## src/rtl/memory_pkg.sv

```systemverilog
// Shared CPU memory definitions: loader FSM state encoding and the
// program start address that the CPU fetch path relies on.
package memory_pkg;

  typedef enum logic [1:0] {
    CLEAR = 2'd0,
    LOAD  = 2'd1,
    RUN   = 2'd2
  } state_t;

  // First word written by the program loader; the CPU starts fetching here.
  localparam int LOAD_BASE = 8;

endpackage

```

## src/rtl/memory_ram_sp.sv

```systemverilog
// Single-port RAM: synchronous write, registered read, write-first.
// The array itself has no reset; only the read register is cleared.
module ram_sp #(
  parameter int ADDR_WIDTH = 6,
  parameter int DATA_WIDTH = 16
) (
  input  logic                  i_clk,
  input  logic                  i_rst,
  input  logic                  i_we,
  input  logic [ADDR_WIDTH-1:0] i_addr,
  input  logic [DATA_WIDTH-1:0] i_wdata,
  output logic [DATA_WIDTH-1:0] o_rdata
);

  localparam int DEPTH = 2 ** ADDR_WIDTH;

  logic [DATA_WIDTH-1:0] r_mem [DEPTH];
  logic [DATA_WIDTH-1:0] r_rdata;

  // Storage array write port.
  always_ff @(posedge i_clk) begin
    if (i_we) begin
      r_mem[i_addr] <= i_wdata;
    end
  end

  // Registered read; a write in the same cycle is returned directly.
  always_ff @(posedge i_clk or posedge i_rst) begin
    if (i_rst) begin
      r_rdata <= '0;
    end else if (i_we) begin
      r_rdata <= i_wdata;
    end else begin
      r_rdata <= r_mem[i_addr];
    end
  end

  assign o_rdata = r_rdata;

endmodule

```

## src/rtl/memory.sv

```systemverilog
// CPU program memory with a power-up sequencer: zero the whole array,
// accept a program stream from the loader, then hand the port to the CPU.
//
// state | meaning
// ------+--------------------------------------------------------------
// CLEAR | clear counter writes 0 to every address, one word per cycle
// LOAD  | ld_ready=1; each accepted loader word goes to the load pointer
// RUN   | CPU owns the RAM port; terminal until rst
module memory #(
  parameter int ADDR_WIDTH = 6,
  parameter int DATA_WIDTH = 16,
  parameter int LOAD_BASE  = memory_pkg::LOAD_BASE
) (
  input  logic                  clk,
  input  logic                  rst,
  input  logic                  we,
  input  logic [ADDR_WIDTH-1:0] addr,
  input  logic [DATA_WIDTH-1:0] data,
  output logic [DATA_WIDTH-1:0] out,
  input  logic                  ld_valid,
  input  logic [DATA_WIDTH-1:0] ld_data,
  input  logic                  ld_last,
  output logic                  ld_ready,
  output logic                  busy,
  output logic                  overflow
);

  import memory_pkg::*;

  localparam logic [ADDR_WIDTH-1:0] TOP_ADDR  = '1;
  localparam logic [ADDR_WIDTH-1:0] BASE_ADDR = ADDR_WIDTH'(LOAD_BASE);

  state_t                r_state;
  logic [ADDR_WIDTH-1:0] r_clr_cnt;
  logic [ADDR_WIDTH-1:0] r_ld_ptr;
  logic                  r_ld_ready;
  logic                  r_busy;
  logic                  r_overflow;
  logic                  r_rd_en;

  logic                  w_accept;
  logic                  w_ld_at_top;
  logic                  w_ram_we;
  logic [ADDR_WIDTH-1:0] w_ram_addr;
  logic [DATA_WIDTH-1:0] w_ram_wdata;
  logic [DATA_WIDTH-1:0] w_ram_rdata;

  assign w_accept    = r_ld_ready & ld_valid;
  assign w_ld_at_top = (r_ld_ptr == TOP_ADDR);

  // Sequencer FSM with registered ld_ready/busy/overflow.
  always_ff @(posedge clk or posedge rst) begin
    if (rst) begin
      r_state    <= CLEAR;
      r_clr_cnt  <= '0;
      r_ld_ptr   <= BASE_ADDR;
      r_ld_ready <= 1'b0;
      r_busy     <= 1'b1;
      r_overflow <= 1'b0;
    end else begin
      case (r_state)
        CLEAR: begin
          r_clr_cnt <= r_clr_cnt + 1'b1;
          if (r_clr_cnt == TOP_ADDR) begin
            r_state    <= LOAD;
            r_ld_ready <= 1'b1;
          end
        end
        LOAD: begin
          if (w_accept) begin
            // Pointer parks at the top address rather than wrapping to 0.
            if (!w_ld_at_top) begin
              r_ld_ptr <= r_ld_ptr + 1'b1;
            end
            if (ld_last || w_ld_at_top) begin
              r_state    <= RUN;
              r_ld_ready <= 1'b0;
              r_busy     <= 1'b0;
            end
            if (!ld_last && w_ld_at_top) begin
              r_overflow <= 1'b1;
            end
          end
        end
        RUN: begin
          r_state <= RUN;
        end
        default: begin
          r_state    <= CLEAR;
          r_clr_cnt  <= '0;
          r_ld_ptr   <= BASE_ADDR;
          r_ld_ready <= 1'b0;
          r_busy     <= 1'b1;
        end
      endcase
    end
  end

  // Read data is only exposed for accesses issued while in RUN.
  always_ff @(posedge clk or posedge rst) begin
    if (rst) begin
      r_rd_en <= 1'b0;
    end else begin
      r_rd_en <= (r_state == RUN);
    end
  end

  // RAM port ownership follows the sequencer state.
  always_comb begin
    w_ram_we    = 1'b0;
    w_ram_addr  = r_clr_cnt;
    w_ram_wdata = '0;
    case (r_state)
      CLEAR: begin
        w_ram_we    = 1'b1;
        w_ram_addr  = r_clr_cnt;
        w_ram_wdata = '0;
      end
      LOAD: begin
        w_ram_we    = w_accept;
        w_ram_addr  = r_ld_ptr;
        w_ram_wdata = ld_data;
      end
      RUN: begin
        w_ram_we    = we;
        w_ram_addr  = addr;
        w_ram_wdata = data;
      end
      default: begin
        w_ram_we = 1'b0;
      end
    endcase
    // Holding rst must not disturb stored contents.
    if (rst) begin
      w_ram_we = 1'b0;
    end
  end

  ram_sp #(
    .ADDR_WIDTH(ADDR_WIDTH),
    .DATA_WIDTH(DATA_WIDTH)
  ) u_ram (
    .i_clk  (clk),
    .i_rst  (rst),
    .i_we   (w_ram_we),
    .i_addr (w_ram_addr),
    .i_wdata(w_ram_wdata),
    .o_rdata(w_ram_rdata)
  );

  assign out      = r_rd_en ? w_ram_rdata : '0;
  assign ld_ready = r_ld_ready;
  assign busy     = r_busy;
  assign overflow = r_overflow;

endmodule

```

## config.mk

```make
export PLATFORM = sky130hd
export DESIGN_NAME = memory
export DESIGN_NICKNAME = d
export VERILOG_FILES = /design/src/rtl/memory_pkg.sv /design/src/rtl/memory_ram_sp.sv /design/src/rtl/memory.sv
export SDC_FILE = /design/constraint.sdc
export NUM_CORES = 1
export LEC_CHECK = 0
export ABC_AREA = 1
export CORE_ASPECT_RATIO = 1.75
export CORE_MARGIN = 1.5
export CORE_UTILIZATION = 55
export CTS_CLUSTER_DIAMETER = 40
export DETAILED_ROUTE_END_ITERATION = 8
export PLACE_DENSITY_LB_ADDON = 0.3
export SLEW_MARGIN = 20
export SYNTH_ARGS = -nofsm -noshare
export SYNTH_HDL_FRONTEND = slang
export SYNTH_HIERARCHICAL = 1
export SYNTH_SLANG_ARGS = --single-unit
export TNS_END_PERCENT = 20
```

## constraint.sdc

```tcl
create_clock -name clk -period 4.9 [get_ports clk]
set_clock_uncertainty 0.2 [all_clocks]
set_input_delay 0.49 -clock clk [delete_from_list [all_inputs] [get_ports clk]]
set_output_delay 0.49 -clock clk [all_outputs]
set_load 0.005 [all_outputs]
```

==> run metrics <==
Tcrit/Tclk final 0.919; sequential fraction of the synthesis area 0.696; Post-synth ARST share 0.0321; Synth top area share 0.677; Final Power 17300 uW; Cell Count, Final, Fillers Out 5787; synth cell count leaders 2916 x nand2_1, 1024 x edfxtp_1, 121 x buf_2; Sink Count 1058; Slew HR 0.239; r2r startpoint r_state[0]; main area contributors after synthesis edfxtp_1 68%, nand2_1 24%, dfrtp_1 1.8%; clk root buf clkbuf_16; I/O Buffers 61; largest net degree at the start of global routing 159; vias in the first global route 31000; most frequent cell after synthesis nand2_1; Clk Latency, worst-skew pair 0.69 ns; synthesis warning total 6; post-DP HPWL 71.6 mm; Worst Path Arrival 4.66 ns; IO Count 62; CP max FO 18; initial antenna violation count 5; total CTS buffers 95; Final Hold Fails 0; Final Net Count 4699; routed vias 31900; Tightest Pin Transition 1.14 ns; minimum setup slack among reg-to-reg paths 0.40 ns; WP data required 5.06 ns; run status finished, final reports clean; min Tclk post-route 4.50 ns; Crit Path Class reg -> reg; setup violators final 0; Std-Cell Rows 139; R2R cell count 10; layout cells sized above 1 0.0774; CTS resizes 0; cell taking the most area after synthesis edfxtp_1; Mapped Nets 4611; TritonCTS clock tree yes; starting density of the core 0.555; Total GRT Usage 0.292; worst hold-check path type in -> async; CTS H-tree depth 3; Core Region 81900 um2; detailed-route DRC error count 0; setup_tns 0 ns; clock buffer depth 3; pins over their slew limit 0; Primary FF master, synth edfxtp_1; first-pass GRT wire length 182 mm; first drt pass iteration count 6; CTS Hold Bufs 0; Die W 220 um; Placer Congestion 0.916; Iter 0 DRT Violations 3623; PwrDens 339 nW/um2; Via density 5.51; mean post-synth cell area 9.96 um2; CP endpoint kind flop; Fmax achieved 222 MHz; Post-CTS Setup Inserts 0; Die ar. 84400 um2; number of synthesized register bits 1058; Leak Pwr 0.0193 uW; placed cells 5609; area grow syn2layout 12.2%; grt total ovfl 0; RSZ-0062 raised after global routing false; Die Y 383 um; Synth Cell Area 45400 um2; max-cap viol count 0; drt wl/cell 21.0 um; startpoint types flop; Worst IR Drop VDD 0.339 mV; synthesized instance count 4562; final antenna-violating net count 0; total wire length 122 mm; Unique masters post-synth 41; number of synthesized flops with an enable pin 1024; Reg clk slew, reported paths 0.07 ns; RR Endpoint u_ram/r_mem[11][6]
[worst max path at each step]
stage                     from  slack, ns                 end
CTS                 r_state[0]       0.43  u_ram/r_mem[11][6]
detailed placement  r_state[0]       0.46  u_ram/r_mem[11][6]
global placement    r_state[0]       0.59  u_ram/r_mem[11][5]
floorplan           r_state[0]       0.33  u_ram/r_mem[41][0]
global route        r_state[0]       0.23  u_ram/r_mem[11][6]
finish              r_state[0]       0.40  u_ram/r_mem[11][6]
[layout by cell type (no fill, tap or decap), types with 4 or more instances in the layout]
cell type and n:
nand2_1 2916, edfxtp_1 1024, buf_4 133, nor2_1 118, clkbuf_16 97, inv_1 88
clkdlybuf4s50_1 61, nand3_1 43, dfrtp_1 32, or2_2 18, a21oi_4 17, a21oi_1 15
clkinv_1 15, buf_12 15, clkinv_2 14, clkbuf_1 14, inv_6 10, bufinv_16 8
inv_2 6, o21ai_0 6, nor3_2 6, ha_1 6, clkinv_4 6, clkinvlp_4 6
o21ai_1 5, nand4_1 4, clkbuf_8 4, o211ai_1 4, nor3_4 4
[through the flow]
stage	cell area, um2	utilization	worst slack (ns)	hold slack [ns]
final	51000	0.623	0.396	0.225
after global routing	51000	0.622	0.225	0.294
after CTS	51000	0.622	0.432	0.200
after detailed placement	47800	0.584	0.457	0.265
after global placement	47800	0.584	0.586	0.267
after floorplan	45400	-	0.329	0.204
[metal layers]
layer  share of wire  global-route usage  vias up
met5         0.00011                   0        -
met2            0.50               0.485     1565
li1                -                   -    14800
met3           0.084              0.0453      337
met4           0.062               0.175        2
met1            0.36               0.359    15100
[cell type report]
class	instances	area (um2)
clock inverters	60	581
repair buffers	211	1960
fillers	6421	30900
well taps	1057	1320
clock buffers	115	2530
flip-flops and latches	1058	31600
diodes	2	5.00
inverters	98	385
multi-input cells	3186	12600
[kinds of logic after synthesis]
logic type | count (synthesis) | share of synthesized area
AND/OR/NAND/NOR | 3119 | 0.263
flip-flops | 1058 | 0.696
buffers and inverters | 318 | 0.0320
AO/OA/AOI/OAI | 60 | 0.00771
adder cells (fa/ha/maj) | 6 | 0.00165
XOR/XNOR | 1 | 0.000193
[critical path, stage by stage (launching register included)]
cell and delay [ns]:
dfrtp_1 0.40, inv_1 0.08, ha_1 0.48, inv_2 0.45
a21oi_1 0.11, a22oi_2 0.66, inv_8 0.05, nor2_1 0.42
nand3_1 0.67, nor2_1 0.35, buf_4 0.30
[state kept, by name (all words and copies together) (netlist names)]
register       cells
busy               1
ld_ready           1
overflow           1
r_clr_cnt          6
r_ld_ptr           6
r_rd_en            1
r_state            2
u_ram/o_rdata     16
u_ram/r_mem     1024
[report_power, final]
group	leakage [uW]	switching [uW]	internal (uW)
Combinational	0.0102	33.8	39.2
Sequential	0.00754	2.39	9770
Clock	0.00152	3320	4150
(Power assumes the default switching activity.)
